### config.mk
export PLATFORM = sky130hd
export DESIGN_NAME = mux_scan_capture_flat
export DESIGN_NICKNAME = d
export VERILOG_FILES = /design/src/rtl/mux_scan_capture_pkg.sv /design/src/rtl/mux_scan_capture_if.sv /design/src/rtl/mux_scan_capture_dwell_timer.sv /design/src/rtl/mux_scan_capture.sv /design/src/flat_wrapper.sv
export SDC_FILE = /design/constraint.sdc
export NUM_CORES = 1
export LEC_CHECK = 0
export ABC_AREA = 1
export BUFFER_PORTS_ARGS = -buffer_cell sky130_fd_sc_hd__clkbuf_2
export CAP_MARGIN = 20
export CORE_MARGIN = 1.5
export CORE_UTILIZATION = 40
export DETAILED_ROUTE_END_ITERATION = 8
export HOLD_SLACK_MARGIN = 0.1
export PLACE_DENSITY = 0.66
export REMOVE_ABC_BUFFERS = 1
export SLEW_MARGIN = 20
export SYNTH_ARGS = -nofsm -noshare
export SYNTH_HDL_FRONTEND = slang
export SYNTH_SLANG_ARGS = --single-unit
export TNS_END_PERCENT = 50
### constraint.sdc
create_clock -name clk -period 1.1 [get_ports clk]
set_input_delay 0.165 -clock clk [delete_from_list [all_inputs] [get_ports clk]]
set_output_delay 0.165 -clock clk [all_outputs]
set_load 0.005 [all_outputs]
### src/rtl/mux_scan_capture_pkg.sv
// Shared constants for the mux scan/capture block: default geometry and FSM encodings.
package mux_scan_capture_pkg;
  localparam int N_CH_DEF  = 4;
  localparam int SEL_W_DEF = 2;
  localparam int DWELL_DEF = 4;

  localparam logic [1:0] ST_IDLE   = 2'd0;
  localparam logic [1:0] ST_SETTLE = 2'd1;
  localparam logic [1:0] ST_SAMPLE = 2'd2;
  localparam logic [1:0] ST_DONE   = 2'd3;
endpackage

### src/rtl/mux_scan_capture_if.sv
// Scan bus between the sequencer and its controller/mux: controls and y in, select and word out.
// No handshake: start/cont are level-sampled, done is a single-cycle strobe.
interface mux_scan_capture_if
  import mux_scan_capture_pkg::*;
#(
  parameter int N_CH  = N_CH_DEF,
  parameter int SEL_W = SEL_W_DEF
);
  logic             start;
  logic             cont;
  logic             mux_y;
  logic [SEL_W-1:0] sel;
  logic             busy;
  logic             done;
  logic [N_CH-1:0]  sample;

  modport master (output start, cont, mux_y, input sel, busy, done, sample);
  modport slave  (input start, cont, mux_y, output sel, busy, done, sample);
endinterface

### src/rtl/mux_scan_capture_dwell_timer.sv
// Settle-interval counter: clear has priority over enable, o_tc flags count == DWELL-1.
// One-cycle registered count, combinational terminal-count compare; no backpressure.
module mux_dwell_timer
  import mux_scan_capture_pkg::*;
#(
  parameter int DWELL = DWELL_DEF,
  parameter int CNT_W = $clog2(DWELL) + 1
) (
  input  logic clk,
  input  logic rst,
  input  logic i_clr,
  input  logic i_en,
  output logic o_tc
);
  logic [CNT_W-1:0] r_cnt;

  always_ff @(posedge clk) begin
    if (rst || i_clr) begin
      r_cnt <= '0;
    end else if (i_en) begin
      r_cnt <= r_cnt + CNT_W'(1);
    end
  end

  assign o_tc = (r_cnt == CNT_W'(DWELL - 1));
endmodule

### src/rtl/mux_scan_capture.sv
// Steps the mux select through every channel, samples y after DWELL settle cycles, rebuilds the word.
// One word per N_CH*(DWELL+1) cycles plus the DONE cycle; start is ignored while busy.
module mux_scan_capture
  import mux_scan_capture_pkg::*;
#(
  parameter int N_CH  = N_CH_DEF,
  parameter int SEL_W = SEL_W_DEF,
  parameter int DWELL = DWELL_DEF
) (
  input  logic                clk,
  input  logic                rst,
  mux_scan_capture_if.slave   bus
);
  logic [1:0]       r_state;
  logic [SEL_W-1:0] r_sel;
  logic [N_CH-1:0]  r_shadow;
  logic [N_CH-1:0]  r_sample;
  logic             w_settle;
  logic             w_last;
  logic             w_tc;

  assign w_settle = (r_state == ST_SETTLE);
  assign w_last   = (r_sel == SEL_W'(N_CH - 1));

  // Counter runs only while settling, so it restarts from zero on every channel.
  mux_dwell_timer #(.DWELL(DWELL)) u_timer (
    .clk   (clk),
    .rst   (rst),
    .i_clr (!w_settle),
    .i_en  (w_settle),
    .o_tc  (w_tc)
  );

  always_ff @(posedge clk) begin
    if (rst) begin
      r_state  <= ST_IDLE;
      r_sel    <= '0;
      r_shadow <= '0;
      r_sample <= '0;
    end else begin
      case (r_state)
        ST_IDLE: begin
          if (bus.start) begin
            r_state <= ST_SETTLE;
            r_sel   <= '0;
          end
        end
        ST_SETTLE: begin
          if (w_tc) r_state <= ST_SAMPLE;
        end
        ST_SAMPLE: begin
          r_shadow[r_sel] <= bus.mux_y;
          if (w_last) begin
            // Last channel's y bypasses the shadow so the word is complete on DONE entry.
            r_sample <= {bus.mux_y, r_shadow[N_CH-2:0]};
            r_state  <= ST_DONE;
          end else begin
            r_sel   <= r_sel + SEL_W'(1);
            r_state <= ST_SETTLE;
          end
        end
        default: begin
          r_sel   <= '0;
          r_state <= bus.cont ? ST_SETTLE : ST_IDLE;
        end
      endcase
    end
  end

  assign bus.sel    = r_sel;
  assign bus.busy   = (r_state != ST_IDLE);
  assign bus.done   = (r_state == ST_DONE);
  assign bus.sample = r_sample;
endmodule

### src/flat_wrapper.sv
// flat-port wrapper written by rule: the top's interface ports become plain ports
module mux_scan_capture_flat import mux_scan_capture_pkg::*;
#(
  parameter int N_CH  = N_CH_DEF,
  parameter int SEL_W = SEL_W_DEF,
  parameter int DWELL = DWELL_DEF
)
  (clk, rst, bus_start, bus_cont, bus_mux_y, bus_sel, bus_busy, bus_done, bus_sample);
  mux_scan_capture_if #(.N_CH(N_CH), .SEL_W(SEL_W)) bus_i ();
  input  logic clk;
  input  logic rst;
  input wire logic [$bits(bus_i.start)-1:0] bus_start;
  input wire logic [$bits(bus_i.cont)-1:0] bus_cont;
  input wire logic [$bits(bus_i.mux_y)-1:0] bus_mux_y;
  output wire logic [$bits(bus_i.sel)-1:0] bus_sel;
  output wire logic [$bits(bus_i.busy)-1:0] bus_busy;
  output wire logic [$bits(bus_i.done)-1:0] bus_done;
  output wire logic [$bits(bus_i.sample)-1:0] bus_sample;
  assign bus_i.start = bus_start;
  assign bus_i.cont = bus_cont;
  assign bus_i.mux_y = bus_mux_y;
  assign bus_sel = bus_i.sel;
  assign bus_busy = bus_i.busy;
  assign bus_done = bus_i.done;
  assign bus_sample = bus_i.sample;
  mux_scan_capture #(.N_CH(N_CH), .SEL_W(SEL_W), .DWELL(DWELL)) u_core (.clk(clk), .rst(rst), .bus(bus_i));
endmodule
==> impl_summary.txt <==
----------------------------------------------------
[Logic synthesis]
  Synthesized cell area ... 641.9 um^2
  Fraction of synthesized cell area taken by the top area cell type ... 0.4366
  Synthesis-stage register bit count ... 14
  Cells taking the most area after synthesis ... dfxtp_1, ha_1, nand2_1
  Commonest cells in the netlist ... nand2_1, dfxtp_1, inv_1
  Cell accounting for the most synthesized area ... dfxtp_1
  Synth Instances ... 84
  Most used standard cell by instance count after synthesis ... nand2_1
  Average size of a mapped cell ... 7.641 um^2
  Number of enable-type register cells in the synthesized netlist ... 0
  Share of synthesized registers carrying an async set or reset ... 0
  Number of distinct library cells after synthesis ... 14
  Yosys warns ... 0
  Main synth FF type ... dfxtp_1
  Post-synthesis sequential area ratio ... 0.4366

[Timing]
  Final clock skew ... 0.004825 ns
  Worst slew pin tran ... about 0.21 ns
  Setup repair after global routing missed its margin ... true
  Final setup TNS ... -0.002612 ns
  Tcrit/Tclk final ... 1.002
  Worst relative slew slack ... 0.8601
  Final number of max-transition violations ... 0
  Final critical-path setup slack ... -0.002612 ns
  Peak clock frequency supported by timing ... just over 900 MHz
  Tmin final ... 1.103 ns
  Final Hold Viols ... 0
  Finish-stage setup viols ... 1

[GRT]
  Maximum number of pins on one net before global-route repair ... 11
  Antenna violations before repair ... 0
  Number of global-route vias before repair ... between 500 and 600
  Global-route wire length before repair ... about 2000 um
  Total routing resource utilization after global routing ... 0.1447
  Sum of overflow across all layers after global routing ... 0

[Outcome]
  Violated checks ... negative setup slack
  Run status ... complete, but fails checks

[Routing]
  Number of remaining DRC errors ... 0
  Post-DR vias/cell ... around 4.8
  Remaining number of nets flagged by the antenna check after routing ... 0
  Total wire length after detailed routing ... approximately 1300 um
  Number of DRC violations after detailed-routing iteration 0 ... 15
  Number of vias after detailed routing ... 583
  Average detailed-routed wire length per instance ... 10.56 um
  Number of optimization iterations in the first detailed-route pass ... 4

[Setup path]
  Maximum fanout along the worst path ... 2
  Critical path depth ... 4
  Register-to-Register Path Depth ... 4
  WP data arrival ... 1.30 ns
  Most Frequent Cell on Critical Path ... ha_4
  Data required time at the worst endpoint ... 1.30 ns
  CP Cell Sequence ... ha_4 > ha_4 > or2_4 > a21oi_2
  Slowest-stage cell, CP ... dfxtp_2
  Worst Setup End Kind ... register
  Class of the most critical setup path ... reg2reg
  Kind of launch point of the worst setup path ... register
  Critical path's largest stage delay ... 0.33 ns
  Category of cells accounting for the largest share of critical-path delay ... flip-flops
  Sum of buffers and inverters on the critical path ... 0

[Clock tree]
  Clk slew on worst S/H paths ... ~0.07 ns
  Clock Sink Count ... 14
  CTS root buf ... clkbuf_4
  Htree depth ... 1
  Inserted Clock Buffers ... 3
  Maximum clock path buffer count ... 2
  Clock latency of the later-clocked register in the worst-skew pair ... 0.27 ns
  CTS tree ... yes

[Die]
  I/O pin cnt ... 13
  Starting density of the core ... 0.4261
  Placeable core region ... 1506 um^2
  Cell row count ... 14
  Die width ... 43.06 um
  Floorplan die height ... 43.06 um
  Full die area ... 1854 um^2

[Pwr]
  Power per standard cell area ... 1300 nW/um^2
  Design Power ... 1.098 mW
  Leakage ... around 0.37 nW
  Worst ir drop on vdd ... 0.9382 mV

[Layout]
  Final nets ... 118
  Area added between synthesis and finish ... 31.58%
  Layout cells sized above 1 ... 0.3905
  Ant. Diodes ... 0

[Place]
  Count of buffers from port buffering ... 12
  HPWL reported at the end of detailed placement ... 906 um
  Final weighted congestion in routability-driven placement ... 0.7732

[Min path]
  Hold crit path type ... in2reg
  Hold Path Stages ... 4

[Run]
  Max Cap Viol ... 0

----------------------------------------------------
## worst min-delay path, stage by stage
cell      delay (ns)
clkbuf_2        0.09
inv_1           0.06
nand2_1         0.07
nor2_1          0.03
## repair_timing
item,4_1_cts,5_1_grt
hold buffers,0,0
pin swaps,3,6
setup endpoints to repair,5,11
endpoints found under the hold margin,0,0
buffers inserted,0,1
resized for setup,6,12
## kinds of logic after synthesis
group	synth area share
flops	0.4366
fa+ha+maj	0.1170
buf+inv	0.09550
compound gates	0.08187
simple gates	0.2690
## sequential cells by signal, summed over array words and instances (netlist names)
| signal | count |
|---|---|
| u_core.bus.sample | 4 |
| u_core.bus.sel | 2 |
| u_core.r_shadow | 3 |
| u_core.r_state | 2 |
| u_core.u_timer.r_cnt | 3 |
## metrics by stage
stage	hold slack, ns	setup slack [ns]	instances	utilization	cell area, um^2
after floorplan	0.2341	-0.02677	82	-	625.6
after global placement	0.4063	0.02276	117	0.5033	758.2
after detailed placement	0.4174	-0.02659	117	0.5033	758.2
after CTS	0.1705	0.006439	120	0.5266	793.3
after global routing	0.1873	-0.03712	121	0.5606	844.6
final	0.1739	-0.002612	121	0.5606	844.6
## layer usage
metal,wire (um),global-route usage,vias to the layer above
met2,683,0.2606,11
met4,13,0.03636,0
met5,0,0,-
met3,65,0.06383,2
met1,516,0.1526,264
li1,-,-,306
## power breakdown
group | switching [mW] | leakage [nW] | internal, mW | total [mW]
sequential | 0.0301 | 0.116 | 0.542 | 0.572
combinational | 0.141 | 0.244 | 0.117 | 0.257
clock | 0.142 | 0.0138 | 0.127 | 0.269
## worst paths after layout
| check | startpoint | end | slack, ns |
|---|---|---|---|
| worst min register to register | u_core.u_timer.r_cnt[0] | u_core.u_timer.r_cnt[0] | 0.42 |
| worst max-delay path | u_core.u_timer.r_cnt[0] | u_core.r_state[0] | -0.003 |
| worst min-delay path | rst | u_core.bus.sel[1] | 0.17 |
| worst max register to register | u_core.u_timer.r_cnt[0] | u_core.r_state[0] | -0.003 |
## area by class of cell
type | instances | area, um^2
well taps | 16 | 20.02
fillers | 145 | 661.9
flip-flops and latches | 14 | 287.8
repair buffers | 20 | 120.1
inverters | 12 | 45.04
multi-input cells | 56 | 349.1
clock buffers | 3 | 22.52
## layout by cell type, fill, tap and decap left out
cell / n
dfxtp_1: 8
dfxtp_2: 6
nor2_1: 10
ha_1: 2
nand3_2: 1
ha_4: 2
a21oi_2: 3
o21ai_0: 1
o211ai_1: 1
nand2_1: 16
buf_4: 8
nand3_1: 9
a21oi_1: 5
clkbuf_4: 3
inv_1: 12
clkbuf_2: 12
nand2_2: 2
nor2_2: 1
or2_4: 1
ha_2: 2
No activity file was read; power rests on OpenSTA's default activity.
